<file path="src/rtl/timer_device.sv">
// timer_device: memory-mapped programmable interval timer.
// Software loads PRESET and CTRL. The counter counts down from PRESET and
// raises a level interrupt request when it expires. The interrupt fires once
// (one-shot) or repeats (auto-reload).
// Build option: define TIMER_AUTORELOAD_EN to make MODE=01 behave as
// auto-reload. Without it, every MODE value behaves as one-shot, and the MODE
// bits are still kept as readable/writable storage.
module timer_device (
    input  logic        clk,
    input  logic        rst_n,
    input  logic [1:0]  addr,
    input  logic        we,
    input  logic [31:0] wdata,
    output logic [31:0] rdata,
    output logic        irq
);

    typedef enum logic [1:0] {
        IDLE = 2'd0,
        LOAD = 2'd1,
        CNT  = 2'd2,
        INT  = 2'd3
    } state_t;

    // CTRL[3:0]: {IM, MODE[1:0], EN}
    typedef struct packed {
        logic       im;
        logic [1:0] mode;
        logic       en;
    } ctrl_t;

    localparam logic [1:0] A_CTRL   = 2'd0;
    localparam logic [1:0] A_PRESET = 2'd1;
    localparam logic [1:0] A_COUNT  = 2'd2;

    state_t      state;
    ctrl_t       ctrl;
    logic [31:0] preset;
    logic [31:0] count;
    logic        irq_flag;

    logic wr_ctrl;
    logic wr_preset;
    logic auto_reload;

    assign wr_ctrl   = we && (addr == A_CTRL);
    assign wr_preset = we && (addr == A_PRESET);

`ifdef TIMER_AUTORELOAD_EN
    assign auto_reload = (ctrl.mode == 2'b01);
`else
    assign auto_reload = 1'b0;
`endif

    // Countdown FSM plus the register file. Software writes are placed after
    // the hardware updates, so a CTRL write in the INT cycle overrides the
    // hardware EN clear. A CTRL/PRESET write also overrides a flag set in that
    // same cycle.
    always_ff @(posedge clk or negedge rst_n) begin
        if (!rst_n) begin
            state    <= IDLE;
            ctrl     <= '0;
            preset   <= '0;
            count    <= '0;
            irq_flag <= 1'b0;
        end else begin
            case (state)
                IDLE: begin
                    if (ctrl.en) state <= LOAD;
                end
                LOAD: begin
                    count <= preset;
                    state <= CNT;
                end
                CNT: begin
                    if (!ctrl.en) begin
                        state <= IDLE;
                    end else if (count > 32'd1) begin
                        count <= count - 32'd1;
                    end else begin
                        // A PRESET of 0 also ends up here, so it times out like a PRESET of 1.
                        count <= '0;
                        state <= INT;
                    end
                end
                INT: begin
                    if (auto_reload) begin
                        state <= LOAD;
                    end else begin
                        irq_flag <= 1'b1;
                        ctrl.en  <= 1'b0;
                        state    <= IDLE;
                    end
                end
                default: state <= IDLE;
            endcase

            if (wr_ctrl) begin
                ctrl     <= ctrl_t'(wdata[3:0]);
                irq_flag <= 1'b0;
            end
            if (wr_preset) begin
                preset   <= wdata;
                irq_flag <= 1'b0;
            end
        end
    end

    // Level interrupt: the latched one-shot flag, or the INT cycle itself, gated by IM
    assign irq = ctrl.im & (irq_flag | (state == INT));

    // Combinational read mux
    always_comb begin
        rdata = '0;
        case (addr)
            A_CTRL:   rdata = {28'd0, ctrl};
            A_PRESET: rdata = preset;
            A_COUNT:  rdata = count;
            default:  rdata = '0;
        endcase
    end

endmodule

</file>
<file path="config.mk">
export PLATFORM = sky130hd
export DESIGN_NAME = timer_device
export DESIGN_NICKNAME = d
export VERILOG_FILES = /design/src/rtl/timer_device.sv
export SDC_FILE = /design/constraint.sdc
export NUM_CORES = 1
export LEC_CHECK = 0
export ABC_AREA = 1
export BUFFER_PORTS_ARGS = -buffer_cell sky130_fd_sc_hd__buf_2
export CAP_MARGIN = 20
export CORE_MARGIN = 3
export CORE_UTILIZATION = 57
export DETAILED_ROUTE_END_ITERATION = 16
export PLACE_DENSITY = 0.81
export SKIP_CTS_REPAIR_TIMING = 1
export SKIP_LAST_GASP = 1
export SYNTH_ARGS = -nofsm -noshare
export SYNTH_HDL_FRONTEND = slang
export SYNTH_SLANG_ARGS = --single-unit
</file>
<file path="constraint.sdc">
create_clock -name clk -period 2.4 [get_ports clk]
set_input_delay 0 -clock clk [delete_from_list [all_inputs] [get_ports clk]]
set_output_delay 0 -clock clk [all_outputs]
set_load 0.03 [all_outputs]
</file>
# == Word level (Yosys, flattened, before mapping) ==
# Cells that the tools add are included.
# totals
regBits,71
inputBits,37
# op_classes
addsub,1
n_lt_le_gt_ge,1
n_eq_ne,8
mux,13
bitwise_logic,2
n_reduce_logical,9
# ops
cell,n
one-hot mux 32 bit (3 select lines),1
two-way mux 32 bit,2
one-hot mux 32 bit (2 select lines),1
greater-than comparator 32 x 1 -> 1 bit (second input constant),1
subtractor 32 x 1 -> 32 bit (second input constant),1
one-hot mux 2 bit (4 select lines),1
equality test 2 bit (second input constant),3
two-way mux 2 bit,3
two-way mux 1 bit,5
equality test 2 x 1 -> 1 bit (second input constant),2
logical NOT 2 bit,2
inequality test 2 bit (second input constant),2
AND reduction 2 bit,2
nonzero test 2 bit,2
inequality test 3 bit (second input constant),1
nonzero test 3 bit,1
logical AND 1 bit,2
AND 1 bit,1
OR 1 bit,1

# == Longest topological paths before layout ==
# Gate-level depths: netlist (run 1).
# logic_depth
ltp_word,4
ltp_mapped,12
depth_no_buf,12

# == Worst setup path before layout (run 1) ==
# OpenSTA, ideal clock, no wires.
# synth_timing
path_kind,register to register
start,register count[0]
end,register count[2]
setup_time_ps,116
t_arrival_ps,1538
required_time_ps,2284
setup_slack_ps,745
stages_incl_launch_ff,13
path_buffers,1
period_less_slack_ps,1655
path_cell_list,dfrtp_1 inv_1 ha_1 nand2_4 nor2_8 nand2_4 nand2_4 nand2_2 nand2_4 buf_12 o22ai_2 nand2_1 nand2_1
# synth_via
elab_chain_len,4
# synth_rtl
item,line,rtl
"start, declared",39,logic [31:0] count;
"start signal, assigned",72,count <= preset;
"start signal, assigned",79,count <= count - 32'd1;
subtractor 32 x 1 -> 32 bit / greater-than comparator 32 x 1 -> 1 bit (equally long branches),"79, 78",
two-way mux 32 bit (*),78,end else if (count > 32'd1) begin
two-way mux 32 bit (*),76,if (!ctrl.en) begin
one-hot mux 32 bit (2 select lines) (*),67,case (state)
# Every way passes the cells marked *; elsewhere a longest branch is shown, timed or not. The select of a mux whose other input is x is not followed.
# A chain may end at the register's enable or synchronous reset.

# == Worst setup path after layout (run 1) ==
# layout_timing
start,register count[0]
end,register count[17]
# Same word-level chain as after synthesis.

==> results of run 1 <==
==> power by group <==
part           leakage [nW]  internal [W]  switching (W)
sequential            0.855       0.00158       0.000449
combinational          1.85      0.000966        0.00187
clock                0.0871      0.000470       0.000457
==> cells by family after synthesis <==
kind of cell / count (synthesis)
fa+ha+maj: 2
mux: 14
buf+inv: 88
xor+xnor: 16
simple gates: 329
flops: 71
compound gates: 87
==> path summary, 6_finish.rpt <==
check / end / slack [ns] / cells after the start
setup / recovery: count[17]$_DFFE_PN0P_ / 0.38 / 11
hold / removal: ctrl[3]$_DFFE_PN0P_ / 0.12 / 4
setup reg to reg: count[17]$_DFFE_PN0P_ / 0.38 / 11
hold reg to reg: preset[0]$_DFFE_PN0P_ / 0.49 / 2
max in group asynchronous: irq_flag$_DFFE_PN0P_ / 1.44 / 3
min in group asynchronous: preset[7]$_DFFE_PN0P_ / 0.39 / 3
==> Yosys cell counts <==
cell	count
nand2_1	220
dfrtp_1	71
inv_1	61
nor2_1	57
o21ai_0	39
nand3_1	17
xor2_1	15
a21oi_1	14
mux2_2	14
clkbuf_1	12
o22ai_1	12
nor2_2	10
o22ai_2	10
buf_2	6
nand3_2	6
inv_2	5
nand2_2	5
o21ai_1	5
nand2_4	4
nand4_1	4
o221ai_1	4
nor2_4	3
ha_1	2
nor2_8	2
a21oi_4	1
buf_12	1
buf_4	1
buf_6	1
clkinv_1	1
nor3b_2	1
o211ai_1	1
o21a_1	1
xnor2_1	1
==> cell type report <==
| cell class | instances | share of cell area |
|---|---|---|
| tap | 99 | 0.0230 |
| timing repair buffer | 109 | 0.135 |
| clock inverter | 6 | 0.0116 |
| inverter | 67 | 0.0467 |
| sequential | 71 | 0.330 |
| clock buffer | 9 | 0.0230 |
| multi-input combinational | 448 | 0.430 |
==> per-layer routing <==
| layer | vias to the layer above | routed length, um | part of all wire |
|---|---|---|---|
| li1 | 2111 | - | - |
| met1 | 1982 | 5130 | 0.44 |
| met2 | 182 | 5570 | 0.47 |
| met3 | 21 | 845 | 0.072 |
| met4 | 0 | 210 | 0.018 |
| met5 | - | 0 | 0 |
==> worst max-delay path, cell delays in order (launching register included) <==
cell and delay [ns]:
dfrtp_1 0.41, inv_1 0.10, ha_1 0.27, nand2_4 0.15
nor2_8 0.06, nand2_4 0.10, nand2_4 0.07, a21oi_4 0.43
nand2_1 0.11, o21ai_0 0.10, nand2_1 0.07, nand2_1 0.06
==> sequential cells by signal, summed over array words and instances, names as in the netlist <==
name and flops:
count 32, state 2, ctrl 4, preset 32, irq_flag 1
==> metrics by stage <==
stage / setup slack (ns) / power [W]
2_1_floorplan: 0.745 / 0.00413
3_3_place_gp: 0.538 / 0.00469
3_5_place_dp: 0.396 / 0.00480
4_1_cts: 0.383 / 0.00574
5_1_grt: 0.215 / 0.00626
6_report: 0.383 / 0.00580
==> out/metrics.yaml, run 1 <==
worst_setup_path:
  crit_required_ns: 2.68
  r2r_start: "count[0]$_DFFE_PN0P_"
  path_class: "register to register"
  crit_path_end_kind: "register"
  critPathMaxFanout: 15
  startpoint_type: "register"
  arrival_ns: 2.30
  crit_start: "count[0]$_DFFE_PN0P_"
sta:
  drv_slew: 0
  min_period_ns: 2.02
  rsz0062_at_grt: "no"
  tns_ns: 0
  tightest_slew_ns: 0.996
  setup_viol_count_final: 0
  holdWs_ns: 0.121
  post-route-period-util: 0.840
  fmax_mhz: 496
  maxSlewHeadroom: 0.335
  hold_viol_final: 0
  fin_skew_ns: 0.00741
clocking:
  clock-sinks: 71
  root_buffer: "clkbuf_8"
  cts-htree-levels: 3
  cts_tree: "built"
  clk_transition_reported_paths_ns: 0.07
  clock_latency_ns: 0.34
  cts-buffers-inserted: 9
  clk_path_buf_depth: 2
finish:
  seq_area_mm2: 0.00178
  area_growth_pct: 20.8
  fill_cells: 566
  diodes: 0
  multiInputGateArea_mm2: 0.00232
  drive_above_1_share: 0.215
  layout_common_cells: "nand2_1, dfrtp_1, buf_2"
  fin_cells: 809
  layout_commonest_cell: "nand2_1"
  postLayoutCoreUtil: 0.727
  stdcell_area_mm2: 0.00538
  layout.nets: 745
synth:
  synth_top_area_cell: "dfrtp_1"
  syn-num-nets: 646
  yosysSeqAreaShare: 0.399
  synth_xor_area_frac: 0.0314
  ys_warn_count: 0
  synthAdderAreaFrac: 0.00561
  avgSynthCellArea_um2: 7.34
  synth.area.top_cells: "dfrtp_1, nand2_1, inv_1, nor2_1, o21ai_0"
  synth_compound_area_frac: 0.125
  synth_top_family_by_area: "simple AND/OR/NAND/NOR gates"
  ys_types: 33
  syn_area_mm2: 0.00446
  synthMuxAreaShare: 0.0354
  synth-simple-area-share: 0.322
  synth_top_cell_area_share: 0.399
  synth_seq_cells: 71
  synthCells: 607
global_route:
  grt_antenna_before_repair: 0
  top_usage_layer: "met2"
  grt_max_degree: 72
  grt_use_met1: 0.354
  overflow: 0
  grt_usage: 0.269
  use_met3: 0.0606
  grt_pass1_wl_um: 18800
  use_met2: 0.441
  grt_pass1_vias: 4118
route:
  drcViolationCount: 0
  dr_total_vias: 4296
  ant_nets: 0
  via_per_inst: 5.31
  wl_um: 11800
  post_drt_wl_per_cell_um: 14.5
  drt_iter0_markers: 305
  dr.pass1.iters: 5
pwr:
  ir_drop_mv: 0.622
  power_leakage_nw: 2.79
  power.density_mw_per_mm2: 1080
die:
  design.die.area_mm2: 0.00892
  dieWidth_um: 94.4
  io_pins: 70
  start_util: 0.602
  core_mm2: 0.00741
  num_rows: 31
  die_y_um: 94.4
run_status:
  status: "finished clean"
run:
  maxCapViolCount: 0
placement:
  dpl-instance-area_mm2: 0.00487
  io_buffers: 69
  place_hpwl_um: 8110
  gp_congestion: 0.964
  dp_cells: 761
hold_path:
  min_path_type: "input port to register"
  hold_start: "we"
Note: power is estimated with default switching activity, not from simulation.
==> run 2: changes to the inputs <==
--- a/config.mk
+++ b/config.mk
@@ -5,11 +5,11 @@
 export SDC_FILE = /design/constraint.sdc
 export NUM_CORES = 1
 export LEC_CHECK = 0
-export ABC_AREA = 1
+export ABC_AREA = 0
 export BUFFER_PORTS_ARGS = -buffer_cell sky130_fd_sc_hd__buf_2
 export CAP_MARGIN = 20
 export CORE_MARGIN = 3
-export CORE_UTILIZATION = 57
+export CORE_UTILIZATION = 56
 export DETAILED_ROUTE_END_ITERATION = 16
 export PLACE_DENSITY = 0.81
 export SKIP_CTS_REPAIR_TIMING = 1
==> constraint.sdc (replaced) <==
create_clock -name clk -period 2 [get_ports clk]
set_input_delay 0 -clock clk [delete_from_list [all_inputs] [get_ports clk]]
set_output_delay 0 -clock clk [all_outputs]
set_load 0.03 [all_outputs]
==> run 2 against run 1 <==
Compared with the run above: the flow now finishes with violations (setup timing); non-clock buffer count is 103 higher; wire length is 16% higher; register-to-register slack worse by 0.81 ns; cell area is 11% higher; fmax is 17% lower; via count is 0.63% lower; utilization is 14 points higher; die area is 7.8% lower; area after synthesis is 10% lower; clock skew is 0.0050 ns higher; worst setup slack worse by 0.81 ns; synthesized cell count is 35% lower.
==> out/metrics.yaml, run 2 <==
placement:
  place_ws_ns: -0.380  # was 0.396 ns
  io_buffers: 69  # unchanged
  place_hpwl_um: 9020  # was 8110 um
  gp_congestion: 0.936  # was 0.964
sta:
  setup_viol_count_final: 33  # was 0
  post-route-period-util: 1.22  # was 0.840
  hold_viol_final: 0  # unchanged
  holdWs_ns: 0.0275  # was 0.121 ns
  rsz0062_at_grt: "yes"  # was no
  drv_slew: 0  # unchanged
  maxSlewHeadroom: 0.526  # was 0.335
  tightest_slew_ns: 0.710  # was 0.996 ns
  fin_ws_ns: -0.430  # was 0.383 ns
  min_period_ns: 2.43  # was 2.02 ns
  fmax_mhz: 411  # was 496 MHz
  fin_skew_ns: 0.0124  # was 0.00741 ns
hold_path:
  min_path_type: "input port to register"  # unchanged
  min_path_cells: 3  # was 4
die:
  design.die.area_mm2: 0.00822  # was 0.00892 mm2
  num_rows: 30  # was 31
  dieWidth_um: 90.7  # was 94.4 um
  start_util: 0.584  # was 0.602
  die_y_um: 90.7  # was 94.4 um
  io_pins: 70  # unchanged
  core_mm2: 0.00687  # was 0.00741 mm2
global_route:
  grt_pass1_wl_um: 20300  # was 18800 um
  grt_usage: 0.309  # was 0.269
  overflow: 0  # unchanged
  grt_max_degree: 36  # was 72
  grt_pass1_vias: 4046  # was 4118
  grt_antenna_before_repair: 0  # unchanged
worst_setup_path:
  startpoint_type: "register"  # unchanged
  r2r.worst_path.cells: 6  # was 11
  cp_num_buf_inv: 1  # unchanged
  crit_required_ns: 2.24  # was 2.68 ns
  crit_slowest_cell: "or4_4"  # was a21oi_4
  cpMostUsedCell: "or4_4"
  path_class: "register to register"  # unchanged
  arrival_ns: 2.67  # was 2.30 ns
  crit_path_end_kind: "register"  # unchanged
  max_stage_delay_ns: 0.57  # was 0.43 ns
  cp_num_cells: 6  # was 11
  critPathMaxFanout: 7  # was 15
  critPathTopFamily: "simple AND/OR/NAND/NOR gates"  # unchanged
  cp_cell_sequence: "or4_4 > or4_4 > o31ai_4 > buf_4 > o21ai_0 > a22o_1"  # was inv_1 > ha_1 > nand2_4 > nor2_8 > nand2_4 > nand2_4 > a21oi_4 > nand2_1 > o21ai_0 > nand2_1 > nand2_1
run:
  maxCapViolCount: 0  # unchanged
synth:
  synth_top_cell_area_share: 0.443  # was 0.399
  ys_types: 62  # was 33
  synth.most_common_cell: "dfrtp_1"  # was nand2_1
  synth_top_area_cell: "dfrtp_1"  # unchanged
  ys.flop_type: "dfrtp_1"  # unchanged
  synth.area.top_cells: "dfrtp_1, mux2_2, a22o_1, nand2_1, o21ai_0"  # was dfrtp_1, nand2_1, inv_1, nor2_1, o21ai_0
  synth_edf_count: 0  # unchanged
  synthCells: 393  # was 607
  synth_seq_cells: 71  # unchanged
  avgSynthCellArea_um2: 10.2  # was 7.34 um2
  synthArstFlopShare: 1.00  # unchanged
  syn_area_mm2: 0.00401  # was 0.00446 mm2
  syn-num-nets: 432  # was 646
  synth_top_cells_by_count: "dfrtp_1, mux2_2, a22o_1, nand2_1, clkbuf_1"  # was nand2_1, dfrtp_1, inv_1, nor2_1, o21ai_0
  ys_warn_count: 0  # unchanged
  yosysSeqAreaShare: 0.443  # was 0.399
finish:
  layout.nets: 629  # was 745
  layout_commonest_cell: "buf_4"  # was nand2_1
  fill_cells: 382  # was 566
  area_growth_pct: 48.6  # was 20.8%
  top_regs: "count: 32 flops, preset: 32 flops, ctrl: 4 flops"  # unchanged
  multiInputGateArea_mm2: 0.00227  # was 0.00232 mm2
  seq_area_mm2: 0.00178  # unchanged
  layout_common_cells: "buf_4, dfrtp_1, buf_2"  # was nand2_1, dfrtp_1, buf_2
  diodes: 0  # unchanged
  drive_above_1_share: 0.439  # was 0.215
clocking:
  clock-sinks: 71  # unchanged
  root_buffer: "clkbuf_8"  # unchanged
  clock_latency_ns: 0.36  # was 0.34 ns
  cts_tree: "built"  # unchanged
  clk_path_buf_depth: 2  # unchanged
  cts-buffers-inserted: 9  # unchanged
  clk_transition_reported_paths_ns: 0.09  # was 0.07 ns
  cts-htree-levels: 3  # unchanged
route:
  wl_um: 13600  # was 11800 um
  drcViolationCount: 0  # unchanged
  via_per_inst: 6.18  # was 5.31
  dr.pass1.iters: 5  # unchanged
  dr_total_vias: 4269  # was 4296
  drt_iter0_markers: 420  # was 305
  ant_nets: 0  # unchanged
  post_drt_wl_per_cell_um: 19.7  # was 14.5 um
run_status:
  failed_checks: "setup timing"
  status: "complete, but fails checks"  # was finished clean
pwr:
  ir_drop_mv: 0.762  # was 0.622 mV
  power.density_mw_per_mm2: 1300  # was 1080 mW/mm2
  seqPwrFrac: 0.298  # was 0.351
  comb_power_share: 0.554  # was 0.490
  p_sw_frac: 0.420  # was 0.479
  power_leakage_nw: 2.72  # was 2.79 nW
  p_sw_w: 0.00326  # was 0.00278 W
  power.internal_w: 0.00450  # was 0.00302 W
  pwr-share-clk: 0.148  # was 0.160
## run 2: cell types whose count changed in the layout (fill, tap and decap cells not counted), moves of 15 or more
cell,change
a22o_1,+33
o21ai_0,-25
mux2_2,+21
inv_1,-53
nand2_1,-193
nor2_1,-42
buf_4,+94
xor2_1,-15
## run 2: layer usage
| layer | part of all wire | vias up | global-route usage |
|---|---|---|---|
| li1 | - | 1922 | - |
| met1 | 0.40 | 2060 | 0.419 |
| met2 | 0.49 | 234 | 0.508 |
| met3 | 0.080 | 53 | 0.0425 |
| met4 | 0.033 | 0 | 0.112 |
| met5 | 0 | - | 0 |
## run 2: layout make-up
class	count	share of cell area
repair buffers	212	0.263
well taps	96	0.0201
inverters	8	0.00504
clock buffers	14	0.0306
clock inverters	2	0.00210
flip-flops and latches	71	0.298
multi-input cells	288	0.381
## run 2: worst min-delay path, cell delays in order
cell	delay (ns)
buf_2	0.16
inv_1	0.11
a21oi_1	0.07
## run 2: kinds of logic after synthesis
| family | after synthesis | share of synthesized area |
|---|---|---|
| fa+ha+maj | 2 | 0.00624 |
| compound gates | 120 | 0.224 |
| buf+inv | 34 | 0.0359 |
| flops | 71 | 0.443 |
| mux | 43 | 0.118 |
| simple gates | 123 | 0.173 |
## run 2: final timing paths
kind,to,start,slack [ns]
max in group asynchronous,preset[25]$_DFFE_PN0P_,rst_n,1.18
worst max register to register,count[15]$_DFFE_PN0P_,count[8]$_DFFE_PN0P_,-0.43
worst min register to register,ctrl[2]$_DFFE_PN0P_,ctrl[2]$_DFFE_PN0P_,0.52
min in group asynchronous,count[7]$_DFFE_PN0P_,rst_n,0.15
worst max-delay path,count[15]$_DFFE_PN0P_,count[8]$_DFFE_PN0P_,-0.43
worst min-delay path,irq_flag$_DFFE_PN0P_,addr[1],0.03
## run 2: through the flow
step	setup TNS [ns]	total power (W)	cell area [um2]	cells	util
floorplan	-6.78	0.00438	4070	393	-
global placement	-7.92	0.00605	5200	634	0.758
detailed placement	-9.11	0.00617	5200	634	0.758
CTS	-10.03	0.00733	5400	650	0.786
global route	-12.97	0.00818	5960	691	0.868
finish	-9.99	0.00776	5960	691	0.868
## run 2: power groups by stage
stage                     Sequential [W]  Clock (W)  Combinational [W]
after global routing             0.00237    0.00123            0.00458
after detailed placement         0.00231          0            0.00386
after global placement           0.00229          0            0.00376
final                            0.00231    0.00115            0.00430
after floorplan                  0.00237          0            0.00201
after CTS                        0.00229    0.00115            0.00389
==> run 3: changes to the inputs <==
--- a/config.mk
+++ b/config.mk
@@ -9,9 +9,9 @@
 export BUFFER_PORTS_ARGS = -buffer_cell sky130_fd_sc_hd__buf_2
 export CAP_MARGIN = 20
 export CORE_MARGIN = 3
-export CORE_UTILIZATION = 56
+export CORE_UTILIZATION = 45
 export DETAILED_ROUTE_END_ITERATION = 16
-export PLACE_DENSITY = 0.81
+export PLACE_DENSITY = 0.67
 export SKIP_CTS_REPAIR_TIMING = 1
 export SKIP_LAST_GASP = 1
 export SYNTH_ARGS = -nofsm -noshare
==> run 3 against run 2 <==
Compared with the run above: the flow still finishes with violations (setup timing); sequential power about the same; worst hold slack got worse by 0.021 ns; die area increased by 23%; non-clock buffer count increased by 4; cell area increased by 3.6%; first-iteration DRC count decreased by 37%; final cell count increased by 1.9%; fmax increased by 0.19%; wire length decreased by 2.7%; combinational power increased by 3%; count of clock-buffer cells in the layout decreased by 4; largest cell class unchanged.
==> out/metrics.yaml, run 3 (synthesis gave the netlist of run 2 again) <==
worst_setup_path:
  cp_cell_sequence: "or4_4 > or4_4 > o31ai_4 > buf_4 > o21ai_1 > a221o_1"  # was or4_4 > or4_4 > o31ai_4 > buf_4 > o21ai_0 > a22o_1
  cp_num_buf_inv: 1  # unchanged
  crit_required_ns: 2.23  # was 2.24 ns
  crit_start: "count[8]$_DFFE_PN0P_"  # unchanged
  crit_path_end_kind: "register"  # unchanged
  critPathMaxFanout: 7  # unchanged
  crit_slowest_cell: "or4_4"  # unchanged
  path_class: "register to register"  # unchanged
  r2r_slack_ns: -0.43  # about the same
  r2r_start: "count[8]$_DFFE_PN0P_"  # unchanged
  max_stage_delay_ns: 0.58  # was 0.57 ns
  critPathTopFamily: "simple AND/OR/NAND/NOR gates"  # unchanged
  startpoint_type: "register"  # unchanged
  arrival_ns: 2.66  # was 2.67 ns
  cpMostUsedCell: "or4_4"  # unchanged
finish:
  drive_above_1_share: 0.461  # was 0.439
  top_regs: "count: 32 flops, preset: 32 flops, ctrl: 4 flops"  # unchanged
  area_growth_pct: 54.0  # was 48.6%
  fin_cells: 704  # was 691
  layout.nets: 633  # was 629
  fill_cells: 638  # was 382
  layout_common_cells: "buf_4, dfrtp_1, buf_2"  # unchanged
  diodes: 0  # unchanged
  layout_commonest_cell: "buf_4"  # unchanged
sta:
  holdWs_ns: 0.00647  # was 0.0275 ns
  fin_ws_ns: -0.426  # was -0.430 ns
  hold_viol_final: 0  # unchanged
  rsz0062_at_grt: "yes"  # unchanged
  post-route-period-util: 1.21  # was 1.22
  tightest_slew_ns: 0.723  # was 0.710 ns
  setup_viol_count_final: 33  # unchanged
  fmax_mhz: 412  # was 411 MHz
  min_period_ns: 2.43  # about the same
  drv_slew: 0  # unchanged
  fin_skew_ns: 0.0117  # was 0.0124 ns
  tns_ns: -9.36  # was -9.99 ns
  maxSlewHeadroom: 0.518  # was 0.526
hold_path:
  min_path_type: "input port to register"  # unchanged
  hold_start: "addr[1]"  # unchanged
global_route:
  grt_usage: 0.252  # was 0.309
  grt_antenna_before_repair: 0  # unchanged
  overflow: 0  # unchanged
  grt_max_degree: 33  # was 36
  grt_pass1_vias: 3927  # was 4046
  grt_pass1_wl_um: 20000  # was 20300 um
clocking:
  root_buffer: "clkbuf_8"  # unchanged
  clock_latency_ns: 0.36  # about the same
  clock-sinks: 71  # unchanged
  clk_transition_reported_paths_ns: 0.07  # was 0.09 ns
  clk_path_buf_depth: 2  # unchanged
  cts-buffers-inserted: 9  # unchanged
  cts-htree-levels: 3  # unchanged
  cts_tree: "built"  # unchanged
pwr:
  power.density_mw_per_mm2: 1340  # was 1300 mW/mm2
  power_leakage_nw: 2.82  # was 2.72 nW
  ir_drop_mv: 0.853  # was 0.762 mV
die:
  num_rows: 33  # was 30
  io_pins: 70  # unchanged
  core_mm2: 0.00842  # was 0.00687 mm2
  design.die.area_mm2: 0.0101  # was 0.00822 mm2
  start_util: 0.476  # was 0.584
  dieWidth_um: 100  # was 90.7 um
  die_y_um: 100  # was 90.7 um
route:
  via_per_inst: 5.92  # was 6.18
  wl_um: 13200  # was 13600 um
  post_drt_wl_per_cell_um: 18.8  # was 19.7 um
  dr_total_vias: 4165  # was 4269
  dr.pass1.iters: 5  # unchanged
  drt_iter0_markers: 266  # was 420
  drcViolationCount: 0  # unchanged
  ant_nets: 0  # unchanged
placement:
  gp_congestion: 0.916  # was 0.936
  place_hpwl_um: 8680  # was 9020 um
  io_buffers: 69  # unchanged
  dp_cells: 643  # was 634
run:
  maxCapViolCount: 0  # unchanged
run_status:
  status: "complete, but fails checks"  # unchanged
  failed_checks: "setup timing"  # unchanged
run 3: changes by cell type in the layout (fill, tap and decap cells not counted), sizes merged:
| cell | previous run | this run |
|---|---|---|
| bufinv | 0 | 4 |
| buf | 177 | 181 |
| clkbuf | 15 | 11 |
run 3: tightest hold or removal path: cells and delay by family:
kind / cells / cell delay, ns
buffers and inverters: 2 / 0.26
AOI/OAI and AO/OA: 1 / 0.06
run 3: layout make-up:
type	count	area, um2	share of cell area
Clock buffer	10	128	0.0207
Timing Repair Buffer	216	1650	0.267
Clock inverter	6	133	0.0215
Multi-Input combinational cell	288	2330	0.377
Tap cell	105	131	0.0213
Inverter	8	30.0	0.00486
Sequential cell	71	1780	0.288
run 3: path summary, 6_finish.rpt:
check,end,depth (start not counted)
worst max-delay path,count[27]$_DFFE_PN0P_,6
worst min-delay path,irq_flag$_DFFE_PN0P_,3
worst max register to register,count[27]$_DFFE_PN0P_,6
worst min register to register,ctrl[1]$_DFFE_PN0P_,1
max in group asynchronous,preset[31]$_DFFE_PN0P_,3
min in group asynchronous,preset[7]$_DFFE_PN0P_,2
run 3: metal layers:
| metal | up-vias | share of wire | GRT usage |
|---|---|---|---|
| li1 | 1931 | - | - |
| met1 | 2047 | 0.43 | 0.347 |
| met2 | 165 | 0.49 | 0.414 |
| met3 | 22 | 0.057 | 0.0354 |
| met4 | 0 | 0.018 | 0.0725 |
| met5 | - | 0 | 0 |
run 3: stage by stage:
step                cell area [um2]  power (W)  setup slack [ns]  utilization
floorplan                      4070    0.00438            -0.352            -
global placement               5220    0.00609            -0.368        0.619
detailed placement             5220    0.00619            -0.404        0.619
CTS                            5480    0.00772            -0.410        0.650
global route                   6180    0.00874            -0.485        0.734
finish                         6180    0.00827            -0.426        0.734
run 3: report_power, final:
| group | leakage, nW | switching [W] | total, W | internal [W] |
|---|---|---|---|---|
| clock network | 0.126 | 0.000570 | 0.00152 | 0.000953 |
| registers | 0.857 | 0.000375 | 0.00230 | 0.00192 |
| logic | 1.83 | 0.00234 | 0.00445 | 0.00211 |
